<file path="src/rtl/loader_pkg.sv">
// ============================================================================
// Module      : loader_pkg
// Description : Shared types and constants for the imem loader slice.
//               LOADER_CHECKSUM_EN adds the CHK state to the FSM encoding.
// Revision    : 1.0 - initial release
// ============================================================================
`default_nettype none

package loader_pkg;

    localparam int BYTES_PER_WORD = 4;
    // Stream bytes and the trailing checksum byte share this width.
    localparam int CHK_W = 8;

`ifdef LOADER_CHECKSUM_EN
    typedef enum logic [2:0] {
        ST_IDLE  = 3'd0,
        ST_RECV  = 3'd1,
        ST_WRITE = 3'd2,
        ST_CHK   = 3'd3,
        ST_DONE  = 3'd4
    } state_t;
`else
    typedef enum logic [1:0] {
        ST_IDLE  = 2'd0,
        ST_RECV  = 2'd1,
        ST_WRITE = 2'd2,
        ST_DONE  = 2'd3
    } state_t;
`endif

endpackage

`default_nettype wire

</file>
<file path="src/rtl/word_packer.sv">
// ============================================================================
// Module      : word_packer
// Description : Assembles little-endian words from a byte stream.
// Revision    : 1.0 - initial release
// ============================================================================
`default_nettype none

module word_packer
    import loader_pkg::*;
(
    input  logic                            clk,
    input  logic                            rst_n,
    input  logic                            clear,
    input  logic                            push,
    input  logic [CHK_W-1:0]                byte_in,
    output logic                            word_valid,
    output logic [BYTES_PER_WORD*CHK_W-1:0] word
);

    localparam int                CNT_W     = $clog2(BYTES_PER_WORD);
    localparam logic [CNT_W-1:0]  LAST_BYTE = CNT_W'(BYTES_PER_WORD - 1);
    localparam int                PART_W    = (BYTES_PER_WORD - 1) * CHK_W;

    logic [CNT_W-1:0]  byte_cnt;
    logic [PART_W-1:0] partial;

    always_ff @(posedge clk or negedge rst_n) begin
        if (!rst_n) begin
            byte_cnt <= '0;
            partial  <= '0;
        end else if (clear) begin
            byte_cnt <= '0;
            partial  <= '0;
        end else if (push) begin
            // Counter wraps naturally after the last byte of a word.
            byte_cnt <= byte_cnt + CNT_W'(1);
            partial  <= {byte_in, partial[PART_W-1:CHK_W]};
        end
    end

    // The final byte is merged combinationally so the word is ready on its push.
    assign word_valid = push && (byte_cnt == LAST_BYTE);
    assign word       = {byte_in, partial};

endmodule

`default_nettype wire

</file>
<file path="src/rtl/imem_loader.sv">
// ============================================================================
// Module      : imem_loader
// Description : Fills instruction memory from a host byte stream and holds
//               the CPU in reset until the load completes.
//               Optional trailing checksum byte: LOADER_CHECKSUM_EN.
// Revision    : 1.0 - initial release
// ============================================================================
`default_nettype none

module imem_loader
    import loader_pkg::*;
#(
    parameter int ADDR_W = 8,
    parameter int WORD_W = 32
) (
    input  logic              clk,
    input  logic              rst_n,
    input  logic              start,
    input  logic [ADDR_W:0]   len_words,
    input  logic [CHK_W-1:0]  s_data,
    input  logic              s_valid,
    output logic              s_ready,
    output logic              imem_we,
    output logic [ADDR_W-1:0] imem_addr,
    output logic [WORD_W-1:0] imem_wdata,
    output logic              cpu_rst_n,
    output logic              busy,
    output logic              done,
    output logic              err
);

    localparam logic [ADDR_W:0] MAX_LEN = {1'b1, {ADDR_W{1'b0}}};

    state_t              state;
    logic [ADDR_W:0]     len;
    logic [ADDR_W:0]     word_cnt;
    logic                start_ok;
    logic                push;
    logic                word_valid;
    logic [WORD_W-1:0]   word;
    logic                last_word;

    assign start_ok  = start && ((state == ST_IDLE) || (state == ST_DONE));
    assign push      = s_valid && s_ready && (state == ST_RECV);
    assign last_word = (word_cnt + (ADDR_W+1)'(1)) == len;

    word_packer u_packer (
        .clk        (clk),
        .rst_n      (rst_n),
        .clear      (start_ok),
        .push       (push),
        .byte_in    (s_data),
        .word_valid (word_valid),
        .word       (word)
    );

`ifdef LOADER_CHECKSUM_EN
    logic [CHK_W-1:0] sum;
    logic [CHK_W-1:0] chk_total;

    assign chk_total = sum + s_data;
`endif

    always_ff @(posedge clk or negedge rst_n) begin
        if (!rst_n) begin
            state      <= ST_IDLE;
            len        <= '0;
            word_cnt   <= '0;
            s_ready    <= 1'b0;
            imem_we    <= 1'b0;
            imem_addr  <= '0;
            imem_wdata <= '0;
            cpu_rst_n  <= 1'b0;
            busy       <= 1'b0;
            done       <= 1'b0;
            err        <= 1'b0;
`ifdef LOADER_CHECKSUM_EN
            sum        <= '0;
`endif
        end else begin
            case (state)
                ST_IDLE, ST_DONE: begin
                    if (start) begin
                        len       <= len_words;
                        word_cnt  <= '0;
                        err       <= 1'b0;
                        cpu_rst_n <= 1'b0;
                        done      <= 1'b0;
`ifdef LOADER_CHECKSUM_EN
                        sum       <= '0;
`endif
                        if (len_words > MAX_LEN) begin
                            err   <= 1'b1;
                            done  <= 1'b1;
                            state <= ST_DONE;
                        end else if (len_words == '0) begin
`ifdef LOADER_CHECKSUM_EN
                            // Empty load still has to present a zero checksum.
                            state   <= ST_CHK;
                            s_ready <= 1'b1;
                            busy    <= 1'b1;
`else
                            state     <= ST_DONE;
                            done      <= 1'b1;
                            cpu_rst_n <= 1'b1;
`endif
                        end else begin
                            state   <= ST_RECV;
                            s_ready <= 1'b1;
                            busy    <= 1'b1;
                        end
                    end
                end

                ST_RECV: begin
`ifdef LOADER_CHECKSUM_EN
                    if (push) begin
                        sum <= sum + s_data;
                    end
`endif
                    if (word_valid) begin
                        state      <= ST_WRITE;
                        s_ready    <= 1'b0;
                        imem_we    <= 1'b1;
                        imem_addr  <= word_cnt[ADDR_W-1:0];
                        imem_wdata <= word;
                    end
                end

                ST_WRITE: begin
                    imem_we  <= 1'b0;
                    word_cnt <= word_cnt + (ADDR_W+1)'(1);
                    if (last_word) begin
`ifdef LOADER_CHECKSUM_EN
                        state   <= ST_CHK;
                        s_ready <= 1'b1;
`else
                        state     <= ST_DONE;
                        busy      <= 1'b0;
                        done      <= 1'b1;
                        cpu_rst_n <= !err;
`endif
                    end else begin
                        state   <= ST_RECV;
                        s_ready <= 1'b1;
                    end
                end

`ifdef LOADER_CHECKSUM_EN
                ST_CHK: begin
                    if (s_valid) begin
                        state     <= ST_DONE;
                        s_ready   <= 1'b0;
                        busy      <= 1'b0;
                        done      <= 1'b1;
                        err       <= (chk_total != '0);
                        cpu_rst_n <= (chk_total == '0);
                    end
                end
`endif

                default: begin
                    state <= ST_IDLE;
                end
            endcase
        end
    end

endmodule

`default_nettype wire

</file>
<file path="config.mk">
export PLATFORM = sky130hd
export DESIGN_NAME = imem_loader
export DESIGN_NICKNAME = d
export VERILOG_FILES = /design/src/rtl/loader_pkg.sv /design/src/rtl/word_packer.sv /design/src/rtl/imem_loader.sv
export SDC_FILE = /design/constraint.sdc
export NUM_CORES = 1
export LEC_CHECK = 0
export ABC_AREA = 1
export BUFFER_PORTS_ARGS = -buffer_cell sky130_fd_sc_hd__buf_2
export CORE_MARGIN = 2
export CORE_UTILIZATION = 50
export DETAILED_ROUTE_END_ITERATION = 16
export HOLD_SLACK_MARGIN = 0.15
export PLACE_DENSITY = 0.69
export SYNTH_ARGS = -nofsm -noshare
export SYNTH_HDL_FRONTEND = slang
export SYNTH_HIERARCHICAL = 1
export SYNTH_SLANG_ARGS = --single-unit
</file>
<file path="constraint.sdc">
create_clock -name clk -period 5.2 [get_ports clk]
set_input_delay 0.26 -clock clk [delete_from_list [all_inputs] [get_ports clk]]
set_output_delay 0.26 -clock clk [all_outputs]
set_load 0.02 [all_outputs]
</file>
; ---- Word level (Yosys, flattened, before mapping)
; Cells that the tools add are included.
; W data, S select, Z words.
[word_totals]
input_bits = 21
elab_cells = 79
regBits = 92
out_inout_bits = 46
[classes]
add_sub_neg = 2
n_eq_ne = 11
order_cmp = 1
mux = 32
n_reduce_logical = 20
[ops]
columns = cell, n
row1 = $mux W24, 2
row2 = $pmux W9 S2, 1
row3 = $mux W1, 15
row4 = $mux W2, 7
row5 = $ne A2 B2 Y1 const B, 5
row6 = $reduce_and A2 Y1, 5
row7 = $reduce_and A5 Y1, 2
row8 = $add A9 B1 Y9 const B, 1
row9 = $eq A9 B9 Y1, 1
row10 = $gt A9 B9 Y1 const B, 1
row11 = $logic_not A9 Y1, 1
row12 = $mux W9, 1
row13 = $pmux W1 S2, 4
row14 = $eq A2 B2 Y1 const B, 3
row15 = $pmux W2 S3, 1
row16 = $reduce_bool A2 Y1, 3
row17 = $logic_and A1 B1 Y1, 4
row18 = $pmux W1 S3, 1
row19 = $reduce_and A3 Y1, 1
row20 = $add A2 B1 Y2 const B, 1
row21 = $eq A2 B1 Y1 const B, 1
row22 = $logic_not A2 Y1, 1
row23 = $ne A2 B1 Y1 const B, 1
row24 = $reduce_or A2 Y1, 1
row25 = 2 further kinds, 2

; ---- Longest topological paths before layout
; Gate-level depths: netlist of run 1.
[logic_depth]
depth_word = 5
mapped_depth = 15
ltp_nobuf = 15

; ---- Modules after synthesis
; Netlist of run 1, hierarchy kept.
[by_module_without_submodules]
columns = module, cells_each, area_per_inst_um2, seq_area_each_um2, n_inst
row1 = imem_loader, 363, 2991.6, 1651.6, 1
row2 = word_packer, 125, 1265.0, 650.6, 1

; ---- Worst setup path before layout of run 1
; No wires, ideal clock.
[synth_path]
kind = reg2reg
from = register state[0]
to = register u_packer.byte_cnt[1]
setup_slack_ns = 3.188
n_path_buf = 3
synth_period_minus_slack_ns = 2.012
required_ns = 5.084
setup_ns = 0.116
arrival_ns = 1.895
stages_incl_launch_ff = 11
path_cell_list = dfrtp_1 inv_1 ha_1 clkbuf_2 nand2_1 inv_1 clkbuf_1 inv_4 buf_6 nand3_2 nand2_1
[synth_via]
elab_chain_len = 4
word_cells_on_any_way = 8
cone_classes = eq/ne: 2 / mux: 1 / reduce/logical: 5
[synth_rtl]
columns = item, line_no
row1 = "start, declared", imem_loader.sv:34  ; state_t state;
row2 = "start signal, assigned", imem_loader.sv:66  ; state <= ST_IDLE;
row3 = "start signal, assigned", imem_loader.sv:95  ; state <= ST_DONE;
row4 = "start signal, assigned", imem_loader.sv:103  ; state <= ST_DONE;
row5 = $eq A2 B2 Y1 or $logic_not A2 Y1 (tied branches), imem_loader.sv:43  ; assign start_ok = start && ((state == ST_IDLE) || (state == ST_DONE));
row6 = $logic_or A1 B1 Y1 (*), imem_loader.sv:43
row7 = $logic_and A1 B1 Y1 (*), imem_loader.sv:43
row8 = via start_ok, imem_loader.sv:37  ; logic start_ok;
row9 = $mux W2 or $reduce_bool A2 Y1 (tied branches), n/a
row10 = "end signal, assigned", word_packer.sv:36  ; byte_cnt <= byte_cnt + CNT_W'(1);
row11 = "end, declared", word_packer.sv:24  ; logic [CNT_W-1:0] byte_cnt;
; The timed path passes the listed nets; every way through them passes the cells marked *.
; A chain may end at the register's enable or synchronous reset.

; ---- Final worst setup path of run 1
[layout_path]
from = register state[1]
to = register imem_wdata[15]
[layout_via]
elab_chain_len = 4
[layout_rtl]
columns = item, line_no
row1 = $eq A2 B1 Y1, imem_loader.sv:44  ; assign push = s_valid && s_ready && (state == ST_RECV);
row2 = $logic_and A1 B1 Y1, imem_loader.sv:44
row3 = via push, imem_loader.sv:38  ; logic push;
row4 = $logic_and A1 B1 Y1, word_packer.sv:42  ; assign word_valid = push && (byte_cnt == LAST_BYTE);
row5 = via word_valid, imem_loader.sv:39  ; logic word_valid;
row6 = $reduce_and A2 Y1 (no line), n/a
row7 = "end signal, assigned", imem_loader.sv:126  ; imem_wdata <= word;
row8 = "end, declared", imem_loader.sv:25  ; output logic [WORD_W-1:0] imem_wdata,
; The timed path passes the listed nets, and every way through them passes these cells.

==> flow_summary_export.csv, run 1 <==
group,metric,value,unit
placed_design,gp_congestion,0.8276,
floorplanning,num_rows,33,
yosys,syn_area_per_cell,8.723,um2
finish,ff_latch_area,2302,um2
placed_design,numPortBuffers,66,
timing,rsz0062_at_grt,"false",
setup_path,end_kind,"flip-flop",
yosys,synth_edf_count,0,
yosys,synth-seq-area-share,0.5409,
finish,diodes,0,
timing,period_needed,2.852,ns
routing,firstDrtPassIters,4,
setup_path,crit_arrival,3.13,ns
yosys,synth_nets,516,
timing,fin_crit_sh,0.5485,
floorplanning,coreArea,8217,um2
routing,drc,0,
floorplanning,dieWidth,96.27,um
timing,worst_slew_pin_slew,1.115,ns
timing,hold_violations,0,
yosys,yosys.cell_types.count,28,
grt,grt.overflow.total,0,
yosys,syn_inst,488,
timing,setup_viol_count_final,0,
floorplanning,dieArea,9267,um2
yosys,async_reset_ff_frac,1.000,
yosys,synth_top_flop_cell,"dfrtp_1",
setup_path,path_max_fanout,33,
floorplanning,die_y,96.27,um
grt,antenna_found_initial,0,
finish,layout_common_cells,"nand2_1 (219), dfrtp_1 (92), buf_2 (65), inv_1 (33), nand3_2 (23)",
clock_network,post_cts_buffers,0,
clock_network,cts-root-buf,"clkbuf_8",
finish,final_nets,582,
setup_path,reg2reg_depth,10,
timing,relSlewSlack,0.2566,
run_status,status,"completed",
power,p_seq_frac,0.437,
power,switching_share,0.3873,
grt,grt_max_degree,93,
grt,grt_pass1_vias,3110,
setup_path,r2r_start,"state[1]",
timing,fin_tns_setup,0,ns
placed_design,dp_hpwl,5830,um
setup_path,crit_type,"flip-flop to flip-flop",
clock_network,cts_resized,0,
routing,vias,3272,
clock_network,cts_max_level,3,
setup_path,critPathLaunchType,"flip-flop",
power,internal_power,1370,uW
routing,ant_nets,0,
floorplanning,ios,67,
clock_network,worstSkewPairLatency,0.34,ns
timing,finalClockSkew,0.01017,ns
power,power_frac_clock,0.236,
timing,max_freq,350.6,MHz
power,ir_drop,0.2336,mV
routing,routed_wirelength,8794,um
finish,multi_input_area,1639,um2
finish,layout_commonest_cell,"nand2_1",
finish,syn_to_final_growth,15.37,%
clock_network,cts.sinks,92,
setup_path,worstReg2RegEnd,"imem_wdata[15]",
finish,final_util,0.5977,
clock_network,clockBufferDepth,2,
routing,avgRoutedWirePerCell,13.24,um
routing,drt_iter0_drc,192,
power,power.density,455.4,nW/um2
finish,layout-drive-gt1-share,0.2254,
clock_network,cts_tree,"yes",
clock_network,path_clk_slew,0.09,ns
timing,slew_violations,0,
grt,grt_pass1_wl,14630,um
finish,nFillCells,718,
routing,via_per_inst,4.928,
run,timing.max_cap.violations,0,
yosys,synth_area,4257,um2
yosys,yosys_warnings,6,
setup_path,cp_data_required_time,5.48,ns
clock_network,cts-buffers-inserted,9,
min_path,hold_class,"input port to async pin",
power,combPwrFrac,0.327,
yosys,synth-seq-cells,92,
power,leakagePower,0.002739,uW
floorplanning,start_util,0.5180,
setup_path,rrSetupSlack,2.35,ns
power,power.net_switching,866.2,uW
grt,grtUsageTotal,0.2063,
## timing repair
item / 4_1_cts / 5_1_grt
endpoints found under the setup margin: 0 / 0
hold buffers: 13 / 0
endpoints found under the hold margin: 16 / 0
## registers in the layout, indices dropped and copies added, names as in the netlist
register	flops
len	9
u_packer/byte_cnt	2
imem_wdata	32
state	2
s_ready	1
word_cnt	9
busy	1
done	1
cpu_rst_n	1
imem_addr	8
u_packer/partial	24
err	1
imem_we	1
## synth_stat cells (5+ instances only)
library cell,count,area (um2)
buf_4,8,60.06
buf_6,7,78.83
clkbuf_1,7,26.28
dfrtp_1,92,2302
ha_1,7,87.58
inv_1,33,123.9
nand2_1,219,822.0
nand2_2,7,43.79
nand3_1,19,95.09
nand3_2,23,230.2
nor2_1,8,30.03
o21ai_0,18,90.09
o21ai_1,5,25.02
o22ai_1,8,50.05
## cell type report
class,count,share of cell area
tap,105,0.02675
timing repair buffer,80,0.09580
multi-input combinational,333,0.3338
sequential,92,0.4688
clock buffer,10,0.02599
clock inverter,6,0.01936
inverter,38,0.02955
## worst max-delay path, stage by stage (launching register included)
cell and delay, ns:
dfrtp_1 0.39, inv_1 0.10, ha_1 0.19, inv_1 0.10
nor2_4 0.74, nand2_1 0.13, inv_1 0.12, nand2_1 0.07
inv_1 0.70, nand2_1 0.16, nand2_1 0.10
## cells by family after synthesis
group	count (synthesis)	share of synthesized area
buffers and inverters	63	0.07584
XOR/XNOR	1	0.002058
AND/OR/NAND/NOR	290	0.3154
adder cells (fa/ha/maj)	7	0.02058
flip-flops	92	0.5409
AO/OA/AOI/OAI	35	0.04527
## layer usage
layer | vias to the layer above | global-route usage | routed length (um)
met2 | 81 | 0.3235 | 4173
met5 | - | 0 | 0
met4 | 0 | 0.05952 | 73
met3 | 8 | 0.04150 | 396
met1 | 1530 | 0.2920 | 4151
li1 | 1653 | - | -
## how the worst max path moves through the flow
| stage | from | endpoint | cells after the start |
|---|---|---|---|
| floorplan | state[0] | u_packer/byte_cnt[1] | 10 |
| global placement | state[1] | imem_wdata[19] | 10 |
| detailed placement | state[1] | imem_wdata[15] | 10 |
| CTS | state[1] | imem_wdata[15] | 10 |
| global route | state[1] | imem_we | 10 |
| finish | state[1] | imem_wdata[15] | 10 |
## power by group through the flow
| stage | clock, uW | sequential [uW] | combinational (uW) |
|---|---|---|---|
| 6_report | 528 | 977 | 731 |
| 5_1_grt | 571 | 998 | 826 |
| 4_1_cts | 541 | 975 | 736 |
| 3_5_place_dp | 0 | 988 | 723 |
| 3_3_place_gp | 0 | 981 | 706 |
| 2_1_floorplan | 0 | 1010 | 551 |
## through the flow
step / power [uW] / hold WS (ns) / setup slack, ns / cell area (um2) / instances
2_1_floorplan: 1560 / -0.03559 / 3.188 / 4257 / 488
3_3_place_gp: 1687 / 0.4563 / 2.377 / 4558 / 635
3_5_place_dp: 1711 / 0.4601 / 2.305 / 4558 / 635
4_1_cts: 2252 / 0.1500 / 2.290 / 4911 / 664
5_1_grt: 2396 / 0.1616 / 1.998 / 4911 / 664
6_report: 2237 / 0.1261 / 2.348 / 4911 / 664
(Power assumes the default switching activity.)
==> inputs of run 2 (changes only) <==
- ABC_AREA: 1 -> 0
- PLACE_DENSITY: 0.69 -> 0.72
- clock period: 5.2 -> 2.4 ns (I/O delays scaled with it)
==> run 2 against run 1 <==
  * Clock-buffer cell count down 1
  * Utilization up 1.1 points
  * Routed wire length decreased by 11%
  * Setup slack worse by 2.1 ns
  * Critical path type unchanged
  * Critical endpoint is now s_ready
==> flow_summary_export.csv, run 2 <==
group,metric,value,unit
run_status,status,"completed",
floorplanning,num_rows,33,
floorplanning,dieArea,9209,um2
clock_network,post_cts_buffers,0,
yosys,async_reset_ff_frac,1.000,
finish,diodes,0,
clock_network,worstSkewPairLatency,0.36,ns
grt,grt_max_degree,58,
timing,finalClockSkew,0.01300,ns
placed_design,numPortBuffers,66,
clock_network,cts_tree,"yes",
setup_path,end_kind,"flip-flop",
placed_design,pre_cts_slack,0.2184,ns
yosys,ys_top_cells_by_count,"dfrtp_1 (92), mux2_2 (47), nor2_1 (33)",
grt,grt_pass1_wl,13420,um
timing,setup_viol_count_final,0,
yosys,syn_inst,353,
timing,fin_crit_sh,0.9073,
routing,routed_wirelength,7787,um
timing,max_freq,459.2,MHz
clock_network,clockBufferDepth,2,
timing,hold_violations,0,
clock_network,path_clk_slew,0.11,ns
finish,layout_common_cells,"dfrtp_1 (92), buf_2 (65), mux2_2 (47), nor2_1 (33), mux2i_1 (32)",
run,timing.max_cap.violations,0,
clock_network,cts-buffers-inserted,9,
timing,period_needed,2.178,ns
grt,grt.overflow.total,0,
finish,final_nets,460,
grt,grtUsageTotal,0.1887,
routing,drt_iter0_drc,88,
finish,largest_reg_flops,32,
finish,nFillCells,687,
floorplanning,ios,67,
yosys,yosysTopAreaCell,"dfrtp_1",
yosys,synth_top_flop_cell,"dfrtp_1",
timing,fin_tns_setup,0,ns
routing,via_per_inst,5.214,
yosys,synth-seq-area-share,0.5444,
floorplanning,dieWidth,95.97,um
routing,avgRoutedWirePerCell,14.37,um
finish,syn_to_final_growth,18.34,%
finish,final_util,0.6091,
clock_network,cts.sinks,92,
clock_network,cts_resized,0,
floorplanning,start_util,0.5147,
routing,ant_nets,0,
yosys,synth_area_leaders,"dfrtp_1 (54%), mux2_2 (13%), mux2i_1 (7.6%)",
timing,setup_ws,0.2224,ns
finish,reg.largest.list,"imem_wdata: 32 flops, u_packer/partial: 24 flops",
routing,firstDrtPassIters,4,
setup_path,path_max_fanout,6,
power,ir_drop,0.6473,mV
power,leakagePower,0.002559,uW
placed_design,dp_cells,507,
setup_path,crit_arrival,2.43,ns
finish,final_cells,542,
clock_network,cts_hold_buf,19,
yosys,synth-seq-cells,92,
timing,relSlewSlack,0.5155,
yosys,yosys.cell_types.count,47,
finish,layout-drive-gt1-share,0.3387,
routing,drc,0,
routing,vias,2826,
finish,largest-register,"imem_wdata",
placed_design,gp_congestion,0.8286,
yosys,synth_area,4229,um2
floorplanning,die_y,95.97,um
timing,slew_violations,0,
setup_path,crit_type,"flip-flop to flip-flop",
grt,antenna_found_initial,0,
yosys,netlist.area_leader.share,0.5444,
setup_path,cp_data_required_time,2.65,ns
clock_network,cts-root-buf,"clkbuf_8",
timing,whs,0.3519,ns
timing,worst_slew_pin_slew,0.7267,ns
min_path,hold_class,"input port to async pin",
timing,rsz0062_at_grt,"false",
floorplanning,coreArea,8217,um2
placed_design,dp_hpwl,5394,um
finish,layout_commonest_cell,"dfrtp_1",
clock_network,cts_max_level,3,
yosys,synth_edf_count,0,
setup_path,critPathLaunchType,"flip-flop",
yosys,synthMostInstantiatedCell,"dfrtp_1",
power,power.density,866.0,nW/um2
yosys,synth_nets,381,
yosys,yosys_warnings,6,
grt,grt_pass1_vias,2872,
yosys,syn_area_per_cell,11.98,um2
## run 2: logic make-up after synthesis
logic type,Yosys count,synth area share
fa+ha+maj,7,0.02071
buf+inv,37,0.05355
simple gates,88,0.09793
flops,92,0.5444
compound gates,39,0.05976
xor+xnor,11,0.02278
mux,79,0.2009
## run 2: power by group
part           internal (uW)  leakage, uW  switching [uW]
Clock                    405     0.000100             594
Combinational            578      0.00122             764
Sequential              1790      0.00124             199
Total                   2780      0.00256            1560
## run 2: final timing paths
kind                              start                  end  slack (ns)  depth (start not counted)
max                         word_cnt[1]              s_ready        0.22                          7
min                               rst_n       imem_wdata[16]        0.35                          2
max reg2reg                 word_cnt[1]              s_ready        0.22                          7
min reg2reg                imem_addr[4]         imem_addr[4]        0.49                          2
max in group asynchronous         rst_n  u_packer/partial[4]        1.39                          3
min in group clk                s_valid              imem_we        0.45                          6
## run 2: final cells by class
class                   instances  area (um2)  share of cell area
clock inverters                 7       70.07             0.01400
flip-flops and latches         92        2302              0.4600
inverters                      10       37.54            0.007500
well taps                     105       131.4             0.02625
clock buffers                   9       123.9             0.02475
repair buffers                 95       635.6              0.1270
multi-input cells             224        1704              0.3405
## run 2: routing by layer
| layer | part of all wire | up-vias | GRT usage |
|---|---|---|---|
| li1 | - | 1370 | - |
| met1 | 0.47 | 1377 | 0.2450 |
| met2 | 0.48 | 71 | 0.3147 |
| met3 | 0.045 | 8 | 0.04150 |
| met4 | 0.012 | 0 | 0.06310 |
| met5 | 0 | - | 0 |
## run 2: metrics by stage
step                      power [uW]  instance area [um2]
final                           4334                 5005
after global routing            4652                 5005
after CTS                       4383                 5005
after detailed placement        3351                 4621
after global placement          3305                 4621
after floorplan                 2996                 4229
## run 2: critical path: stages (launching register included)
cell and delay (ns):
dfrtp_1 0.41, ha_1 0.25, nand3_1 0.14, or4_4 0.46, xnor2_1 0.17, o2111ai_1 0.18
or2_4 0.32, a21o_1 0.16
